===== config.mk =====
export PLATFORM = sky130hd
export DESIGN_NAME = i2s_codec_master
export DESIGN_NICKNAME = d
export VERILOG_FILES = /design/src/rtl/i2s_codec_master.sv
export SDC_FILE = /design/constraint.sdc
export NUM_CORES = 1
export LEC_CHECK = 0
export ABC_AREA = 1
export BUFFER_PORTS_ARGS = -buffer_cell sky130_fd_sc_hd__buf_4
export CAP_MARGIN = 20
export CORE_MARGIN = 3
export CORE_UTILIZATION = 35
export DETAILED_ROUTE_END_ITERATION = 10
export MAX_ROUTING_LAYER = met4
export PLACE_DENSITY = 0.6
export SLEW_MARGIN = 20
export SYNTH_ARGS = -nofsm -noshare
export SYNTH_HDL_FRONTEND = slang
export SYNTH_SLANG_ARGS = --single-unit

===== constraint.sdc =====
create_clock -name clk_clk -period 2.4 [get_ports clk_clk]
set_input_delay 0.12 -clock clk_clk [delete_from_list [all_inputs] [get_ports clk_clk]]
set_output_delay 0.12 -clock clk_clk [all_outputs]
set_load 0.01 [all_outputs]

===== src/rtl/i2s_codec_master.sv =====
// Codec-side I2S master: divides clk_clk into BCLK/LRCK and moves stereo samples over ADCDAT/DACDAT.
// Outputs change on the BCLK event cycle; tx_valid waits on tx_ready (1-deep buffer), rx has no backpressure.
module i2s_codec_master #(
  parameter int CLK_DIV = 12,
  parameter int SLOT_W  = 32,
  parameter int DATA_W  = 16
) (
  input  logic              clk_clk,
  input  logic              reset_reset_n,
  output logic              bclk,
  output logic              daclrck,
  output logic              adclrck,
  output logic              adcdat,
  input  logic              dacdat,
  input  logic [DATA_W-1:0] tx_left,
  input  logic [DATA_W-1:0] tx_right,
  input  logic              tx_valid,
  output logic              tx_ready,
  output logic              tx_underrun,
  output logic [DATA_W-1:0] rx_left,
  output logic [DATA_W-1:0] rx_right,
  output logic              rx_valid
);
  localparam int DVW = $clog2(CLK_DIV);
  localparam int BW  = $clog2(2 * SLOT_W);
  localparam int PW  = $clog2(SLOT_W);
  localparam int XW  = 2 ** PW;

  logic [DVW-1:0]    div_cnt_q, div_cnt_d;
  logic [BW-1:0]     bit_cnt_q, bit_cnt_d;
  logic              bclk_q, bclk_d;
  logic              lrck_q, lrck_d;
  logic              adcdat_q, adcdat_d;
  logic              buf_full_q, buf_full_d;
  logic [DATA_W-1:0] buf_l_q, buf_l_d, buf_r_q, buf_r_d;
  logic [DATA_W-1:0] pair_l_q, pair_l_d, pair_r_q, pair_r_d;
  logic              tx_underrun_q, tx_underrun_d;
  logic [DATA_W-1:0] rx_sh_q, rx_sh_d, rx_hold_q, rx_hold_d;
  logic              rx_done_q, rx_done_d;
  logic [DATA_W-1:0] rx_left_q, rx_left_d, rx_right_q, rx_right_d;
  logic              rx_valid_q, rx_valid_d;

  logic              tc, rise, fall, frame_start;
  logic [BW-1:0]     bit_nxt;
  logic              right_new, right_cur, p_new_ok, p_cur_ok;
  logic [PW-1:0]     p_new, p_cur, tx_idx;
  logic [XW-1:0]     tx_word;
  logic [DATA_W-1:0] rx_shifted;

  always_comb begin
    tc          = (div_cnt_q == DVW'(CLK_DIV - 1));
    rise        = tc && !bclk_q;
    fall        = tc && bclk_q;
    bit_nxt     = (bit_cnt_q == BW'(2 * SLOT_W - 1)) ? '0 : bit_cnt_q + 1'b1;
    frame_start = fall && (bit_nxt == '0);
    right_new   = (bit_nxt >= BW'(SLOT_W));
    p_new       = right_new ? PW'(bit_nxt - BW'(SLOT_W)) : PW'(bit_nxt);
    right_cur   = (bit_cnt_q >= BW'(SLOT_W));
    p_cur       = right_cur ? PW'(bit_cnt_q - BW'(SLOT_W)) : PW'(bit_cnt_q);
    p_new_ok    = (p_new != '0) && (p_new <= PW'(DATA_W));
    p_cur_ok    = (p_cur != '0) && (p_cur <= PW'(DATA_W));
    // Zero-extended so the slot-position index never runs past the word.
    tx_word     = {{(XW - DATA_W){1'b0}}, (right_new ? pair_r_q : pair_l_q)};
    tx_idx      = PW'(DATA_W) - p_new;
    rx_shifted  = {rx_sh_q[DATA_W-2:0], dacdat};
  end

  always_comb begin
    div_cnt_d     = tc ? '0 : div_cnt_q + 1'b1;
    bclk_d        = bclk_q ^ tc;
    bit_cnt_d     = bit_cnt_q;
    lrck_d        = lrck_q;
    adcdat_d      = adcdat_q;
    buf_full_d    = buf_full_q;
    buf_l_d       = buf_l_q;
    buf_r_d       = buf_r_q;
    pair_l_d      = pair_l_q;
    pair_r_d      = pair_r_q;
    tx_underrun_d = 1'b0;
    if (fall) begin
      bit_cnt_d = bit_nxt;
      lrck_d    = right_new;
      adcdat_d  = p_new_ok ? tx_word[tx_idx] : 1'b0;
    end
    // Buffer state is sampled before this cycle's write, so a write at frame start still underruns.
    if (frame_start) begin
      if (buf_full_q) begin
        pair_l_d   = buf_l_q;
        pair_r_d   = buf_r_q;
        buf_full_d = 1'b0;
      end else begin
        tx_underrun_d = 1'b1;
      end
    end
    if (tx_valid && !buf_full_q) begin
      buf_l_d    = tx_left;
      buf_r_d    = tx_right;
      buf_full_d = 1'b1;
    end
  end

  always_comb begin
    rx_sh_d    = rx_sh_q;
    rx_hold_d  = rx_hold_q;
    rx_done_d  = 1'b0;
    rx_valid_d = rx_done_q;
    rx_left_d  = rx_left_q;
    rx_right_d = rx_right_q;
    if (rise && p_cur_ok) begin
      rx_sh_d = rx_shifted;
      if (p_cur == PW'(DATA_W)) begin
        if (right_cur) rx_done_d = 1'b1;
        else           rx_hold_d = rx_shifted;
      end
    end
    if (rx_done_q) begin
      rx_left_d  = rx_hold_q;
      rx_right_d = rx_sh_q;
    end
  end

  always_ff @(posedge clk_clk or negedge reset_reset_n) begin
    if (!reset_reset_n) begin
      div_cnt_q     <= '0;
      bit_cnt_q     <= BW'(2 * SLOT_W - 1);
      bclk_q        <= 1'b0;
      lrck_q        <= 1'b1;
      adcdat_q      <= 1'b0;
      buf_full_q    <= 1'b0;
      buf_l_q       <= '0;
      buf_r_q       <= '0;
      pair_l_q      <= '0;
      pair_r_q      <= '0;
      tx_underrun_q <= 1'b0;
      rx_sh_q       <= '0;
      rx_hold_q     <= '0;
      rx_done_q     <= 1'b0;
      rx_left_q     <= '0;
      rx_right_q    <= '0;
      rx_valid_q    <= 1'b0;
    end else begin
      div_cnt_q     <= div_cnt_d;
      bit_cnt_q     <= bit_cnt_d;
      bclk_q        <= bclk_d;
      lrck_q        <= lrck_d;
      adcdat_q      <= adcdat_d;
      buf_full_q    <= buf_full_d;
      buf_l_q       <= buf_l_d;
      buf_r_q       <= buf_r_d;
      pair_l_q      <= pair_l_d;
      pair_r_q      <= pair_r_d;
      tx_underrun_q <= tx_underrun_d;
      rx_sh_q       <= rx_sh_d;
      rx_hold_q     <= rx_hold_d;
      rx_done_q     <= rx_done_d;
      rx_left_q     <= rx_left_d;
      rx_right_q    <= rx_right_d;
      rx_valid_q    <= rx_valid_d;
    end
  end

  assign bclk        = bclk_q;
  assign daclrck     = lrck_q;
  assign adclrck     = lrck_q;
  assign adcdat      = adcdat_q;
  assign tx_ready    = !buf_full_q;
  assign tx_underrun = tx_underrun_q;
  assign rx_left     = rx_left_q;
  assign rx_right    = rx_right_q;
  assign rx_valid    = rx_valid_q;
endmodule


==> results.toml <==
[floorplanning]
die_w_um = 138.6
initial_core_util = 0.3644
ioPinCount = 75
die_y_um = 138.6
die_area_mm2 = 0.01920
placementRows = 47
coreArea_mm2 = 0.01688

[synth]
syn-num-nets = 680
postSynthAreaPerCell_um2 = 9.624
synth_area_mm2 = 0.006150
ys_seq_area_frac = 0.5915
ys_ff_latch = 145
yosysWarnings = 0
ys_types = 29
synthCells = 639

[route]
wirelength_um = 12710
vias = 4494
drtIter0Drc = 184
firstDrtPassIters = 4
viasPerCell = 4.586
drc_errors = 0
ant_nets = 0
wl_per_cell_um = 12.97

[worst_setup_path]
cp-start-kind = "register"
cp_num_buf_inv = 2
cp_max_fo = 65
crit_family = "flip-flops"
critical_path.max_stage_delay_ns = 0.59
endpoint_kind = "register"
cp_cell_sequence = "ha_1 > nand2_4 > nor2_4 > nand2_2 > inv_2 > nor2_1 > a21oi_2 > nand3_2 > buf_12 > nand2_1 > o21ai_1"
critical_path_class = "register to register"
required_ns = 2.70
worstPathArrival_ns = 2.49
slowest_stage = "dfstp_2"

[placement]
place_area_mm2 = 0.006935
io_buffers = 74
dpl.hpwl_um = 8922
dp.cells = 913
gp_congestion = 0.8642

[cts]
cts_htree_levels = 4
clk_pin_slew_ns = 0.06
clk_latency_ns = 0.42
cts_root_buffer = "clkbuf_16"
cts.path.max_buffers = 2
cts.sinks = 145
postCtsSetupBuffers = 0
cts_tree = "done"
cts_buffers = 17

[finish]
fin_area_mm2 = 0.007911
areaGrowthSynthToFinish_pct = 28.65
final_nets = 788
final_cells = 980
antenna_cells = 0
layout-drive-gt1-share = 0.2632

[power]
power_density_mw_per_mm2 = 692.3
ir_drop_mv = 0.4797
p_leak_uw = 0.003880
p_total_uw = 5477

[worst_hold_path]
hp-class = "input port to async pin"

[sta]
timing.final.crit_share = 0.9152
tightest_slew_ns = 0.7453
fin_crit_ns = 2.197
fin_skew_ns = 0.008199
maxSlewViolCount = 0
finalSetupViolations = 0
setup-tns-final_ns = 0
hold_viol_final = 0
hold_ws_ns = 0.2029
rsz0062_at_grt = "false"
relSlewSlack = 0.5032
max_freq_mhz = 455.3

[global_route]
grt.busiest_layer = "met2"
use_met2 = 0.2258
antenna_found_initial = 0
gr-usage-met3 = 0.03828
grt_usage = 0.1455
grt_overflow_total = 0
met1_usage = 0.1866
grt_pass1_vias = 4608
grt_pass1_wl_um = 22360
grt_max_degree = 66

[outcome]
status = "finished clean"

[run]
maxCapViolCount = 0
-- registers in the layout, summed over array words and instances, names as in the netlist, 6 cells and up --
| name | count |
|---|---|
| pair_l_q | 16 |
| rx_right | 16 |
| pair_r_q | 16 |
| bit_cnt_q | 6 |
| rx_hold_q | 16 |
| buf_r_q | 16 |
| buf_l_q | 16 |
| rx_left | 16 |
| rx_sh_q | 16 |
-- worst paths after layout --
kind | slack [ns] | end | startpoint | cells after the start
worst max-delay path | 0.20 | pair_r_q[4] | bit_cnt_q[0] | 11
worst min-delay path | 0.20 | buf_l_q[4] | reset_reset_n | 2
worst max register to register | 0.20 | pair_r_q[4] | bit_cnt_q[0] | 11
worst min register to register | 0.48 | div_cnt_q[0] | div_cnt_q[0] | 1
max in group asynchronous | 1.48 | adclrck | reset_reset_n | 3
min in group clk_clk | 0.47 | buf_full_q | tx_valid | 4
-- worst register-to-register path, delay by kind of cell (launching register included) --
| kind | cells | cell delay, ns |
|---|---|---|
| simple gates | 6 | 0.63 |
| buf+inv | 2 | 0.28 |
| compound gates | 2 | 0.33 |
| flops | 1 | 0.59 |
| fa+ha+maj | 1 | 0.25 |
-- layer usage --
metal	share of wire	vias up
met5	0	-
met4	0.015	0
met3	0.035	15
met2	0.49	74
met1	0.46	2145
li1	-	2260
-- layout by cell type (no fill, tap or decap), drive strengths merged --
cell / instances
dfrtp: 138
nand2: 134
buf: 83
inv: 83
o21ai: 74
nor2: 73
a21oi: 53
dlygate4sd3: 35
nand3: 27
mux2: 17
clkbuf: 17
dfstp: 7
ha: 5
clkinv: 5
xnor2: 2
bufinv: 2
nor3: 2
o22ai: 1
or2: 1
o211ai: 1
-- timing repair --
| item | 4_1_cts | 5_1_grt |
|---|---|---|
| hold buffers | 35 | 0 |
| setup endpoints to repair | 0 | 0 |
| resized for setup | 0 | 0 |
| hold endpoints to repair | 80 | 0 |
-- through the flow --
| stage | util | setup slack [ns] |
|---|---|---|
| 3_3_place_gp | 0.4109 | 0.2905 |
| 6_report | 0.4688 | 0.2035 |
| 3_5_place_dp | 0.4109 | 0.2323 |
| 5_1_grt | 0.4688 | 0.04581 |
| 2_1_floorplan | - | 0.4636 |
| 4_1_cts | 0.4683 | 0.2241 |
-- cell type report --
| class | count | area [um2] |
|---|---|---|
| clock inverters | 15 | 192.7 |
| multi-input cells | 390 | 2071 |
| flip-flops and latches | 145 | 3638 |
| fillers | 1577 | 8966 |
| well taps | 220 | 275.3 |
| clock buffers | 17 | 425.4 |
| inverters | 75 | 281.5 |
| repair buffers | 118 | 1027 |
-- logic make-up after synthesis --
group / Yosys count / share of synthesized area
AO/OA/AOI/OAI: 129 / 0.1196
flip-flops: 145 / 0.5915
multiplexers: 17 / 0.03113
buffers and inverters: 104 / 0.07406
adder cells (fa/ha/maj): 5 / 0.01017
AND/OR/NAND/NOR: 237 / 0.1707
XOR/XNOR: 2 / 0.002849
-- power by group --
group / leakage, uW / switching (uW) / internal, uW
clock: 0.000306 / 1130 / 1590
combinational: 0.00170 / 127 / 108
sequential: 0.00187 / 15.0 / 2510
total: 0.00388 / 1270 / 4200
-- cell usage after synthesis --
master    count  area (um2)
a21oi_1      52       260.3
a21oi_2       1       8.760
buf_2         1       5.000
buf_4         1       7.510
buf_6         8       90.09
clkbuf_1     19       71.32
dfrtp_1     138        3453
dfstp_2       7       183.9
ha_1          5       62.56
inv_1        71       266.5
inv_2         4       15.01
mux2_2       17       191.4
nand2_1     109       409.1
nand2_2      21       131.4
nand2_4       4       45.04
nand3_1      25       125.1
nand3_2       2       20.02
nor2_1       70       262.8
nor2_2        1       6.260
nor2_4        2       22.52
nor3_1        1       5.000
nor3_4        1       16.27
o211ai_1      1       7.510
o21ai_0      41       205.2
o21ai_1      11       55.05
o21ai_2      22       192.7
o22ai_1       1       6.260
or2_1         1       6.260
xnor2_1       2       17.52
Note: power is estimated with default switching activity, not from simulation.
